--- src/rtl/bcd_seg_display_seq_pkg.sv ---
// rtl/bcd_seg_display_seq_pkg.sv - shared FSM encoding and active-low segment codes
package bcd_disp_pkg;

    typedef enum logic [1:0] {
        ST_IDLE   = 2'd0,
        ST_SHIFT  = 2'd1,
        ST_ENCODE = 2'd2
    } state_e;

    // Segment order is {a,b,c,d,e,f,g}, a 0 lights the segment
    localparam logic [6:0] SEG_BLANK = 7'b1111111;
    localparam logic [6:0] SEG_0     = 7'b0000001;
    localparam logic [6:0] SEG_1     = 7'b1001111;
    localparam logic [6:0] SEG_2     = 7'b0010010;
    localparam logic [6:0] SEG_3     = 7'b0000110;
    localparam logic [6:0] SEG_4     = 7'b1001100;
    localparam logic [6:0] SEG_5     = 7'b0100100;
    localparam logic [6:0] SEG_6     = 7'b0100000;
    localparam logic [6:0] SEG_7     = 7'b0001111;
    localparam logic [6:0] SEG_8     = 7'b0000000;
    localparam logic [6:0] SEG_9     = 7'b0000100;

endpackage

--- src/rtl/bcd_seg_display_seq_if.sv ---
// rtl/bcd_seg_display_seq_if.sv - start/ready/done conversion bus and display outputs
interface bcd_seg_display_seq_if #(
    parameter int DATA_W = 8,
    parameter int DIGITS = 3
);
    logic                  start;
    logic [DATA_W-1:0]     data;
    logic                  sign_in;
    logic                  ready;
    logic                  done;
    logic [DIGITS*7-1:0]   seg;
    logic                  ovf;
    logic                  sign_n;

    modport master (
        output start, data, sign_in,
        input  ready, done, seg, ovf, sign_n
    );

    modport slave (
        input  start, data, sign_in,
        output ready, done, seg, ovf, sign_n
    );
endinterface

--- src/rtl/bcd_seg_display_seq_enc.sv ---
// rtl/bcd_seg_display_seq_enc.sv - one BCD digit to active-low seven-segment pattern
module seg7_digit_enc
    import bcd_disp_pkg::*;
(
    input  logic [3:0] digit,
    input  logic       blank_i,
    output logic [6:0] seg
);

    always_comb begin
        seg = SEG_BLANK;
        if (!blank_i) begin
            case (digit)
                4'd0:    seg = SEG_0;
                4'd1:    seg = SEG_1;
                4'd2:    seg = SEG_2;
                4'd3:    seg = SEG_3;
                4'd4:    seg = SEG_4;
                4'd5:    seg = SEG_5;
                4'd6:    seg = SEG_6;
                4'd7:    seg = SEG_7;
                4'd8:    seg = SEG_8;
                4'd9:    seg = SEG_9;
                default: seg = SEG_BLANK;
            endcase
        end
    end

endmodule

--- src/rtl/bcd_seg_display_seq.sv ---
// rtl/bcd_seg_display_seq.sv - double-dabble binary to seven-segment driver; BCD_LZB_EN enables leading-zero blanking
module bcd_seg_display_seq
    import bcd_disp_pkg::*;
#(
    parameter int DATA_W = 8,
    parameter int DIGITS = 3,
    parameter int LIMIT  = 199
) (
    input  logic                 clk,
    input  logic                 rst,
    bcd_seg_display_seq_if.slave bus
);

    localparam int BW = 4 * DIGITS;
    localparam int CW = $clog2(DATA_W + 1);

    localparam logic [1:0] IDLE   = ST_IDLE;
    localparam logic [1:0] SHIFT  = ST_SHIFT;
    localparam logic [1:0] ENCODE = ST_ENCODE;

    // A limit at or above the largest representable input can never be exceeded
    localparam logic [63:0] MAXV   = (64'd1 << DATA_W) - 64'd1;
    localparam logic        LIM_ON = (64'(LIMIT) < MAXV);

    logic [1:0]             state;
    logic [CW-1:0]          cnt;
    logic [DATA_W-1:0]      bin;
    logic [DATA_W-1:0]      data_q;
    logic [BW-1:0]          bcd;
    logic [BW-1:0]          bcd_adj;
    logic [BW+DATA_W-1:0]   shifted;
    logic                   sign_q;
    logic                   over;
    logic [DIGITS-1:0]      blk;
    logic [DIGITS*7-1:0]    enc_seg;

    assign bus.ready = (state == IDLE);
    assign over      = LIM_ON && (data_q > DATA_W'(LIMIT));

    always_comb begin
        bcd_adj = bcd;
        for (int k = 0; k < DIGITS; k++) begin
            if (bcd[4*k +: 4] >= 4'd5)
                bcd_adj[4*k +: 4] = bcd[4*k +: 4] + 4'd3;
        end
    end

    assign shifted = {bcd_adj, bin} << 1;

`ifdef BCD_LZB_EN
    logic lead;

    // Blank zeros from the top down until the first nonzero digit; units always shows
    always_comb begin
        blk  = '0;
        lead = 1'b1;
        for (int k = DIGITS - 1; k >= 1; k--) begin
            lead   = lead & (bcd[4*k +: 4] == 4'd0);
            blk[k] = lead;
        end
    end
`else
    assign blk = '0;
`endif

    for (genvar k = 0; k < DIGITS; k++) begin : g_enc
        seg7_digit_enc u_enc (
            .digit   (bcd[4*k +: 4]),
            .blank_i (blk[k]),
            .seg     (enc_seg[7*k +: 7])
        );
    end

    always_ff @(posedge clk) begin
        if (rst) begin
            state      <= IDLE;
            cnt        <= '0;
            bin        <= '0;
            data_q     <= '0;
            bcd        <= '0;
            sign_q     <= 1'b0;
            bus.done   <= 1'b0;
            bus.seg    <= '1;
            bus.ovf    <= 1'b0;
            bus.sign_n <= 1'b1;
        end else begin
            bus.done <= 1'b0;
            case (state)
                IDLE: begin
                    if (bus.start) begin
                        bin    <= bus.data;
                        data_q <= bus.data;
                        sign_q <= bus.sign_in;
                        bcd    <= '0;
                        cnt    <= CW'(DATA_W);
                        state  <= SHIFT;
                    end
                end
                SHIFT: begin
                    bcd <= shifted[BW+DATA_W-1:DATA_W];
                    bin <= shifted[DATA_W-1:0];
                    cnt <= cnt - CW'(1);
                    if (cnt == CW'(1))
                        state <= ENCODE;
                end
                ENCODE: begin
                    bus.seg    <= over ? '1 : enc_seg;
                    bus.ovf    <= over;
                    bus.sign_n <= ~sign_q;
                    bus.done   <= 1'b1;
                    state      <= IDLE;
                end
                default: state <= IDLE;
            endcase
        end
    end

endmodule
--- src/flat_wrapper.sv ---
// flat-port wrapper written by rule: the top's interface ports become plain ports
module bcd_seg_display_seq_flat import bcd_disp_pkg::*;
#(
    parameter int DATA_W = 8,
    parameter int DIGITS = 3,
    parameter int LIMIT  = 199
)
  (clk, rst, bus_start, bus_data, bus_sign_in, bus_ready, bus_done, bus_seg, bus_ovf, bus_sign_n);
  bcd_seg_display_seq_if #(.DATA_W(DATA_W), .DIGITS(DIGITS)) bus_i ();
  input  logic clk;
  input  logic rst;
  input wire logic [$bits(bus_i.start)-1:0] bus_start;
  input wire logic [$bits(bus_i.data)-1:0] bus_data;
  input wire logic [$bits(bus_i.sign_in)-1:0] bus_sign_in;
  output wire logic [$bits(bus_i.ready)-1:0] bus_ready;
  output wire logic [$bits(bus_i.done)-1:0] bus_done;
  output wire logic [$bits(bus_i.seg)-1:0] bus_seg;
  output wire logic [$bits(bus_i.ovf)-1:0] bus_ovf;
  output wire logic [$bits(bus_i.sign_n)-1:0] bus_sign_n;
  assign bus_i.start = bus_start;
  assign bus_i.data = bus_data;
  assign bus_i.sign_in = bus_sign_in;
  assign bus_ready = bus_i.ready;
  assign bus_done = bus_i.done;
  assign bus_seg = bus_i.seg;
  assign bus_ovf = bus_i.ovf;
  assign bus_sign_n = bus_i.sign_n;
  bcd_seg_display_seq #(.DATA_W(DATA_W), .DIGITS(DIGITS), .LIMIT(LIMIT)) u_core (.clk(clk), .rst(rst), .bus(bus_i));
endmodule
--- config.mk ---
export PLATFORM = sky130hd
export DESIGN_NAME = bcd_seg_display_seq_flat
export DESIGN_NICKNAME = d
export VERILOG_FILES = /design/src/rtl/bcd_seg_display_seq_pkg.sv /design/src/rtl/bcd_seg_display_seq_if.sv /design/src/rtl/bcd_seg_display_seq_enc.sv /design/src/rtl/bcd_seg_display_seq.sv /design/src/flat_wrapper.sv
export SDC_FILE = /design/constraint.sdc
export NUM_CORES = 1
export LEC_CHECK = 0
export CAP_MARGIN = 10
export CORE_MARGIN = 10
export CORE_UTILIZATION = 35
export CTS_BUF_LIST = sky130_fd_sc_hd__clkbuf_16
export DETAILED_ROUTE_END_ITERATION = 10
export GPL_TIMING_DRIVEN = 0
export PLACE_DENSITY = 0.65
export SETUP_SLACK_MARGIN = 0.15
export SYNTH_ARGS = -nofsm -noshare
export SYNTH_HDL_FRONTEND = slang
export SYNTH_SLANG_ARGS = --single-unit
--- constraint.sdc ---
create_clock -name clk -period 4.6 [get_ports clk]
set_clock_uncertainty 0.15 [all_clocks]
set_input_delay 0.69 -clock clk [delete_from_list [all_inputs] [get_ports clk]]
set_output_delay 0.69 -clock clk [all_outputs]
set_load 0.005 [all_outputs]
==> Implementation_results.wiki, run 1 <==
{| class="wikitable"
! Metric !! Value
|-
| Signal arrival time at the worst endpoint || approximately 3100 ps
|-
| Std-Cell Rows || 37
|-
| I/O pin count || 37
|-
| Post-route fraction of the period consumed by the critical path || 0.6628
|-
| Number of distinct library cells after synthesis || 65
|-
| Total count of hold-check failures in the final report || 0
|-
| All-Layer GR Usage || 0.1129
|-
| Post-Route Hold Slack || between 200 and 300 ps
|-
| Count of inserted antenna diode cells || 0
|-
| Number of enable-type register cells in the synthesized netlist || 0
|-
| Die Span Y || 122.6 um
|-
| Setup Total Neg Slack || 0 ps
|-
| Leading cell types in the layout, fill and taps excluded || dfxtp_1 (77), nand2_1 (72), nor2_1 (39)
|-
| FFs w/ async S/R, synth || 0
|-
| Highest ir drop seen on vdd || roughly 210 uV
|-
| Final critical path time including I/O delays and setup || ~3000 ps
|-
| Placed insts || ~600
|-
| Resized cells post-CTS || 0
|-
| Cell breakdown of the critical path || clkdlybuf4s50_1 > buf_6 > o21ba_1 > buf_6 > nor2_8 > a22oi_1 > inv_1 > ha_1 > nor3_1 > a311oi_2
|-
| Core Region || approximately 10,000 um2
|-
| Number of antenna violations at the first check in global routing || 0
|-
| Number of global-route vias before repair || 2,849
|-
| Outcome || finished clean
|-
| RSZ-0062 raised after global routing || no
|-
| Fraction of final layout cells with drive strength greater than 1 || 0.1151
|-
| Hold-fix buffers at CTS || 0
|-
| Post-detailed-route via-to-cell ratio || ~4.8
|-
| Synthesized cell area || about 3700 um2
|-
| Most frequent cell on the critical path || buf_6
|-
| Slew at the pin with the worst max-slew slack || between 600 and 700 ps
|-
| Initial DRC count || roughly 130
|-
| Synth top area cells || dfxtp_1 (42%), ha_1 (8.8%), nand2_1 (7.3%), nor2_1 (4.0%), a21oi_1 (3.1%)
|-
| CTS buffer count || 9
|-
| Final-report max-slew violation count || 0
|-
| Crit path max-delay family || buffers and inverters
|-
| Latest clock arrival within the worst-skew pair || roughly 330 ps
|-
| Kind of launch point of the worst setup path || input pin
|-
| Signed area change from the synthesized netlist to the final layout || 23.17%
|-
| Dominant register cell in the synthesized netlist || dfxtp_1
|-
| Syn_nets || 455
|-
| Initial core utilization || 0.3584
|-
| Number of failing setup endpoints in the final timing report || 0
|-
| Remaining antenna violation count after routing || 0
|-
| Aggregate global routing overflow || 0
|-
| Post-detailed-route DRC marker count || 0
|-
| Root buf cell || clkbuf_16
|-
| Die ar. || 15,030 um2
|-
| Most common library cell in the layout ignoring fill and taps || dfxtp_1
|-
| Number of detailed-route iterations in the first pass || 4
|-
| Total leakage power || 2.053 nW
|-
| Routed wire per std cell || 13.24 um
|-
| Max FO, Critical Path || 10
|-
| Final HPWL from detailed placement || ~5.8 mm
|-
| Worst min-delay path class || reg2reg
|-
| CP peak stage delay || around 570 ps
|-
| Die Span X || roughly 120 um
|-
| Largest net degree at the start of global routing || 15
|-
| TritonCTS clock tree || done
|-
| Clock Path Buffers || 2
|-
| Post-synthesis register bit count || 77
|-
| Final weighted congestion of routability-driven global placement || about 0.83
|-
| Cell with the largest stage delay on the worst path || clkdlybuf4s50_1
|-
| Worst setup path class || in2reg
|-
| Number of cells produced by synthesis || around 420
|-
| Average cell area after synthesis || around 8.8 um2
|-
| Setup crit end kind || flip-flop
|-
| Post-CTS clock slew at the launch and capture registers of the worst setup and hold paths || roughly 60 ps
|-
| Final std cells w/o fill || between 600 and 700
|-
| Maximum clock frequency || ~0.33 GHz
|-
| Power Dens Cells || approximately 350 nW/um2
|-
| Sequential cell area fraction in the yosys report || 0.4185
|-
| Max-cap check violation count || 0
|-
| Placed Area || between 4000 and 5000 um2
|-
| Post-Layout Inst Area || around 4500 um2
|-
| Number of clock sinks || 77
|-
| Worst Path Buf+Inv || 4
|-
| Wire length of the first global-routing pass || 13.74 mm
|-
| CTS H-tree depth || 3
|-
| Count of port buffers added during placement || 36
|-
| Total vias in the final route || roughly 2,900
|-
| Post-detailed-routing wire length || between 8 and 9 mm
|-
| Required time of the critical path || approximately 4700 ps
|-
| Number of nets in the final layout || roughly 500
|-
| Library cell occupying the most area in the post-synthesis netlist || dfxtp_1
|-
| Total power of the final layout || approximately 1.6 mW
|-
| Total number of yosys warnings || 0
|-
| Worst slew slack as a fraction of its limit || 0.5688
|-
| Proportion of netlist area held by the largest area contributor || 0.4185
|-
| Post-CTS setup repair buffer count || 0
|}
-- per-layer routing --
metal	GRT usage	vias to the layer above	wire, um
li1	-	1504	-
met1	0.1446	1321	3856
met2	0.1733	81	3495
met3	0.03535	8	551
met4	0.04492	0	106
met5	0	-	0
-- worst paths after layout --
check / cells after the start / slack [ps] / to / start
worst min register to register: 2 / 290 / u_core.bus.seg[17]$_SDFFE_PP1P_ / u_core.g_enc[2].u_enc.seg[3]$_DFF_P_
worst max-delay path: 10 / 1550 / u_core.g_enc[0].u_enc.seg[0]$_DFF_P_ / bus_start
worst max register to register: 10 / 2010 / u_core.g_enc[2].u_enc.seg[2]$_DFF_P_ / u_core.bcd[8]$_SDFFE_PP0N_
worst min-delay path: 2 / 290 / u_core.bus.seg[17]$_SDFFE_PP1P_ / u_core.g_enc[2].u_enc.seg[3]$_DFF_P_
-- kinds of logic (layout without fill, tap and decap cells) --
logic type | count (synthesis) | in the layout | synth area share
AOI/OAI and AO/OA | 73 | 73 | 0.1644
xor gates and xnor gates | 5 | 5 | 0.01189
adders and majority gates | 26 | 26 | 0.08831
buffers and inverters | 43 | 95 | 0.05333
DFF | 77 | 77 | 0.4185
muxes | 6 | 6 | 0.01902
and+or+nand+nor | 187 | 187 | 0.2446
-- worst reg2reg max path, cell delays in order (launching register included) --
cell,delay (ps)
dfxtp_1,350
inv_1,110
ha_1,200
nand2b_1,120
a21o_1,240
a211oi_2,470
inv_1,200
ha_1,220
mux2i_1,120
nor2_1,60
a311oi_1,240
-- report_power, final --
group / switching [mW] / total [mW] / leakage, nW / internal (mW)
logic: 0.0779 / 0.137 / 1.27 / 0.0592
registers: 0.0116 / 0.700 / 0.626 / 0.689
clock network: 0.286 / 0.764 / 0.158 / 0.478
total: 0.376 / 1.60 / 2.05 / 1.23
-- through the flow --
stage                       util  setup slack [ps]
after detailed placement  0.4100              1255
final                     0.4414              1551
after global routing      0.4414              1384
after floorplan                -              2185
after global placement    0.4100              1277
after CTS                 0.4414              1592
-- cell type report --
cell class	instances	area (um2)
sequential	77	1541
buffer	19	106.4
multi-input combinational	297	1946
fill	999	5741
timing repair buffer	36	360.3
inverter	24	90.09
clock inverter	7	97.59
clock buffer	9	225.2
tap	136	170.2
-- cells in the mapped netlist (9+ instances only) --
cell type  count
nor3_1        12
nand2b_1       9
ha_1          26
nor2b_1       10
dfxtp_1       77
a21oi_1       23
nor2_1        39
nand2_1       72
clkbuf_1      10
inv_1         20
nand3_1       22
-- registers in the layout, summed over array words and instances, names as in the netlist, 2 cells and up --
signal                  count
u_core.g_enc.u_enc.seg     21
u_core.bin                  8
u_core.bcd                 12
u_core.data_q               5
u_core.cnt                  4
u_core.bus.seg             21
u_core.state                2
Note: power is estimated with default switching activity, not from simulation.
==> inputs of run 2 (changes only) <==
- clock period: 4.6 -> 3.1 ns (I/O delays scaled with it)
==> run 2 against run 1 <==
Compared with the run above: hold slack hardly changed; sequential share of layout area is 0.093 points lower; first-iteration DRC count is 34% higher; combinational power is 49% higher; total power is 48% higher; register-to-register slack worse by 1500 ps; clock power is 48% higher; sequential cell count stayed put; die area stayed put; routed wire length is 0.55% higher; worst setup slack worse by 1100 ps; via count is 1.3% lower; largest power group unchanged.
==> Implementation_results.wiki, run 2 (synthesized netlist as in run 1, its figures left out) <==
{| class="wikitable"
! Metric !! Value
|-
| Aggregate global routing overflow || 0
|-
| Total count of hold-check failures in the final report || 0
|-
| Most common library cell in the layout ignoring fill and taps || dfxtp_1
|-
| Setup Total Neg Slack || 0 ps
|-
| TritonCTS clock tree || done
|-
| Post-detailed-route via-to-cell ratio || between 4 and 5
|-
| Post-detailed-routing wire length || about 8.1 mm
|-
| Core Region || 10,280 um2
|-
| Outcome || finished clean
|-
| Setup crit end kind || flip-flop
|-
| Number of detailed-route iterations in the first pass || 4
|-
| Leading cell types in the layout, fill and taps excluded || dfxtp_1 (77), nand2_1 (72), nor2_1 (39)
|-
| Max-cap check violation count || 0
|-
| Std-Cell Rows || 37
|-
| Max FO, Critical Path || 10
|-
| R2R Setup Slk || roughly 540 ps
|-
| Post-detailed-route DRC marker count || 0
|-
| CTS buffer count || 9
|-
| Number of clock sinks || between 70 and 80
|-
| Root buf cell || clkbuf_16
|-
| Die Span X || between 100 and 150 um
|-
| Clock Path Buffers || 2
|-
| Latest clock arrival within the worst-skew pair || ~330 ps
|-
| Die Span Y || 122.6 um
|-
| Fraction of final layout cells with drive strength greater than 1 || 0.1173
|-
| Number of global-route vias before repair || ~2,800
|-
| Count of port buffers added during placement || 36
|-
| Total power of the final layout || around 2.4 mW
|-
| Placed insts || around 590
|-
| Largest net degree at the start of global routing || 15
|-
| Remaining antenna violation count after routing || 0
|-
| Initial core utilization || 0.3584
|-
| Placed Area || ~4200 um2
|-
| Worst setup path class || in2reg
|-
| FILL cells || 998
|-
| Final critical path time including I/O delays and setup || 2643 ps
|-
| Die ar. || approximately 15,000 um2
|-
| Final-report max-slew violation count || 0
|-
| Worst slew slack as a fraction of its limit || 0.5509
|-
| Count of inserted antenna diode cells || 0
|-
| Highest ir drop seen on vdd || 313.9 uV
|-
| Registers with the most flip-flops || u_core.bus.seg x21, u_core.g_enc.u_enc.seg x21, u_core.bcd x12
|-
| Required time of the critical path || between 3000 and 4000 ps
|-
| I/O pin count || 37
|-
| All-Layer GR Usage || 0.1129
|-
| Slew at the pin with the worst max-slew slack || slightly below 700 ps
|-
| Power Dens Cells || 522.3 nW/um2
|-
| Final weighted congestion of routability-driven global placement || a little over 0.8
|-
| Signal arrival time at the worst endpoint || between 2000 and 3000 ps
|-
| Post-Layout Inst Area || between 4000 and 5000 um2
|-
| Hold-fix buffers at CTS || 0
|-
| Routed wire per std cell || ~13 um
|-
| Number of failing setup endpoints in the final timing report || 0
|-
| Worst min-delay path class || reg2reg
|-
| Maximum clock frequency || 0.3783 GHz
|-
| Signed area change from the synthesized netlist to the final layout || 23.51%
|-
| Number of antenna violations at the first check in global routing || 0
|-
| RSZ-0062 raised after global routing || no
|-
| Post-route fraction of the period consumed by the critical path || 0.8527
|-
| Post-CTS clock slew at the launch and capture registers of the worst setup and hold paths || approximately 60 ps
|-
| Final std cells w/o fill || slightly above 600
|-
| Number of nets in the final layout || about 500
|-
| Initial DRC count || about 170
|-
| CTS H-tree depth || 3
|-
| Total leakage power || just over 2 nW
|-
| Kind of launch point of the worst setup path || input pin
|-
| Total vias in the final route || 2,877
|-
| Final HPWL from detailed placement || slightly below 6 mm
|-
| Wire length of the first global-routing pass || approximately 14 mm
|}
run 2: cell types whose count changed in the layout (fill, tap and decap cells not counted):
cell,before,now
a211oi_2,4,3
a22oi_2,1,2
a22oi_1,3,2
a211oi_4,0,1
run 2: where the power goes:
part	internal, mW	switching (mW)
clock network	0.709	0.423
logic	0.0881	0.116
registers	1.02	0.0178
run 2: final timing paths:
check | from | depth (start not counted) | endpoint
min | u_core.g_enc[0].u_enc.seg[5]$_DFF_P_ | 2 | u_core.bus.seg[5]$_SDFFE_PP1P_
max | bus_start | 10 | u_core.g_enc[0].u_enc.seg[0]$_DFF_P_
min reg2reg | u_core.g_enc[0].u_enc.seg[5]$_DFF_P_ | 2 | u_core.bus.seg[5]$_SDFFE_PP1P_
max reg2reg | u_core.bcd[0]$_SDFFE_PP0N_ | 9 | u_core.g_enc[0].u_enc.seg[0]$_DFF_P_
run 2: through the flow:
stage | utilization | setup slack [ps] | hold slack (ps)
after detailed placement | 0.4100 | -20.11 | 275.6
after global placement | 0.4100 | 1.517 | 275.3
after CTS | 0.4414 | 317.0 | 289.3
after floorplan | - | 850.3 | 265.1
final | 0.4427 | 456.6 | 289.5
after global routing | 0.4427 | 276.8 | 309.5
run 2: routing by layer:
layer	vias to the layer above	wire length, um	GRT usage
met3	7	647	0.03535
li1	1502	-	-
met1	1301	3757	0.1446
met4	0	102	0.04492
met5	-	0	0
met2	67	3547	0.1733
run 2: layout make-up:
class / count / area (um2) / share of cell area
plain buffers: 19 / 106.4 / 0.02338
multi-input cells: 297 / 1958 / 0.4304
repair buffers: 36 / 360.3 / 0.07921
clock buffers: 9 / 225.2 / 0.04950
inverters: 24 / 90.09 / 0.01980
clock inverters: 7 / 97.59 / 0.02145
well taps: 136 / 170.2 / 0.03740
flip-flops and latches: 77 / 1541 / 0.3388
run 2: what timing repair did:
| action | in CTS | in global routing |
|---|---|---|
| resized for setup | 0 | 2 |
| buffers inserted | 0 | 0 |
| setup endpoints to repair | 0 | 2 |
run 2: critical path, stage by stage:
cell,delay [ps]
clkdlybuf4s50_1,570
buf_6,170
o21ba_1,140
buf_6,160
nor3_1,70
a211oi_2,440
inv_2,130
ha_1,230
nor3_1,250
a311oi_2,60
==> inputs of run 3 (changes only) <==
- PLACE_DENSITY: 0.65 -> 0.57
==> run 3 against run 2 <==
Compared with the run above: via count decreased by 0.45%; sequential share of layout area about the same; routed wire length decreased by 2.0%; hold slack got worse by 3.2 ps; clock-buffer cell count unchanged; sequential power about the same; sequential cell count unchanged; critical endpoint unchanged.
==> Implementation_results.wiki, run 3 (synthesized netlist as in run 1, its figures left out) <==
{| class="wikitable"
! Metric !! Value
|-
| Highest ir drop seen on vdd || approximately 330 uV
|-
| Total leakage power || 2.057 nW
|-
| CTS H-tree depth || 3
|-
| CTS buffer count || 9
|-
| Final critical path time including I/O delays and setup || 2739 ps
|-
| Worst slew slack as a fraction of its limit || 0.5779
|-
| Die Span X || roughly 120 um
|-
| Initial DRC count || 94
|-
| Required time of the critical path || between 3000 and 4000 ps
|-
| Latest clock arrival within the worst-skew pair || approximately 330 ps
|-
| I/O pin count || 37
|-
| Count of inserted antenna diode cells || 0
|-
| Worst setup path class || in2reg
|-
| Number of clock sinks || between 70 and 80
|-
| Post-detailed-routing wire length || between 7 and 8 mm
|-
| Final HPWL from detailed placement || 5.776 mm
|-
| Remaining antenna violation count after routing || 0
|-
| Final-report max-slew violation count || 0
|-
| Aggregate global routing overflow || 0
|-
| Initial core utilization || 0.3584
|-
| Root buf cell || clkbuf_16
|-
| Worst min-delay path class || reg2reg
|-
| Post-CTS setup repair buffer count || 0
|-
| Registers with the most flip-flops || u_core.bus.seg x21, u_core.g_enc.u_enc.seg x21, u_core.bcd x12
|-
| Final weighted congestion of routability-driven global placement || between 0.8 and 0.9
|-
| Hold-fix buffers at CTS || 0
|-
| Post-Route Hold Slack || 286.3 ps
|-
| Wire length of the first global-routing pass || roughly 14 mm
|-
| Number of failing setup endpoints in the final timing report || 0
|-
| Leading cell types in the layout, fill and taps excluded || dfxtp_1 (77), nand2_1 (72), nor2_1 (39)
|-
| Number of global-route vias before repair || roughly 2,800
|-
| All-Layer GR Usage || 0.1110
|-
| Most common library cell in the layout ignoring fill and taps || dfxtp_1
|-
| Post-detailed-route via-to-cell ratio || 4.734
|-
| Core Region || between 10,000 and 15,000 um2
|-
| Power Dens Cells || 528.2 nW/um2
|-
| Count of port buffers added during placement || 36
|-
| Max-cap check violation count || 0
|-
| Resized cells post-CTS || 0
|-
| Routed wire per std cell || 13.04 um
|-
| Post-detailed-route DRC marker count || 0
|-
| Number of antenna violations at the first check in global routing || 0
|-
| Clock Path Buffers || 2
|-
| Maximum clock frequency || about 0.37 GHz
|-
| Signed area change from the synthesized netlist to the final layout || 23.57%
|-
| Fraction of final layout cells with drive strength greater than 1 || 0.1173
|-
| Largest net degree at the start of global routing || 16
|-
| Die Span Y || 122.6 um
|-
| Kind of launch point of the worst setup path || input pin
|-
| Total count of hold-check failures in the final report || 0
|-
| Total vias in the final route || 2,864
|-
| Setup crit end kind || flip-flop
|-
| RSZ-0062 raised after global routing || no
|-
| Slew at the pin with the worst max-slew slack || about 630 ps
|-
| Post-CTS clock slew at the launch and capture registers of the worst setup and hold paths || roughly 60 ps
|-
| Number of detailed-route iterations in the first pass || 4
|-
| Setup Total Neg Slack || 0 ps
|-
| Signal arrival time at the worst endpoint || 2790 ps
|-
| TritonCTS clock tree || done
|-
| Outcome || finished clean
|-
| Max FO, Critical Path || 10
|-
| Post-route fraction of the period consumed by the critical path || 0.8835
|-
| Die ar. || approximately 15,000 um2
|-
| Std-Cell Rows || 37
|-
| Number of nets in the final layout || approximately 500
|}
run 3: routing by layer:
layer / GRT usage / wire length [um]
met4: 0.04639 / 105
met2: 0.1787 / 3544
met3: 0.03673 / 484
met1: 0.1335 / 3757
met5: 0 / 0
run 3: metrics by stage:
stage	utilization	instance area, um2	worst slack, ps	instances	power, mW
finish	0.4429	4552	361.0	605	2.404
global route	0.4429	4552	181.2	605	2.506
CTS	0.4422	4544	282.6	605	2.437
detailed placement	0.4100	4214	-65.78	589	1.264
global placement	0.4100	4214	-34.69	589	1.261
floorplan	-	3684	850.3	417	1.196
run 3: cell type report:
type                    count  area [um2]
fillers                  1045        5725
multi-input cells         297        1953
flip-flops and latches     77        1541
repair buffers             36       360.3
clock buffers               9       225.2
well taps                 136       170.2
plain buffers              19       106.4
clock inverters             7       105.1
inverters                  24       90.09
run 3: final timing paths:
kind,startpoint,to,slack [ps],cells after the start
min reg2reg,u_core.g_enc[1].u_enc.seg[1]$_DFF_P_,u_core.bus.seg[8]$_SDFFE_PP1P_,290,2
max,bus_start,u_core.g_enc[0].u_enc.seg[0]$_DFF_P_,360,10
min,u_core.g_enc[1].u_enc.seg[1]$_DFF_P_,u_core.bus.seg[8]$_SDFFE_PP1P_,290,2
max reg2reg,u_core.bcd[0]$_SDFFE_PP0N_,u_core.g_enc[0].u_enc.seg[2]$_DFF_P_,550,9
run 3: worst max-delay path, cell delays in order:
cell             delay [ps]
clkdlybuf4s50_1         550
buf_6                   160
o21ba_1                 130
buf_6                   160
nor2_8                   70
a22oi_1                 540
inv_1                   150
ha_1                    250
nor3_1                  240
a311oi_2                 60
run 3: power breakdown:
group	internal (mW)	switching, mW
combinational	0.0878	0.114
clock	0.719	0.445
sequential	1.02	0.0171
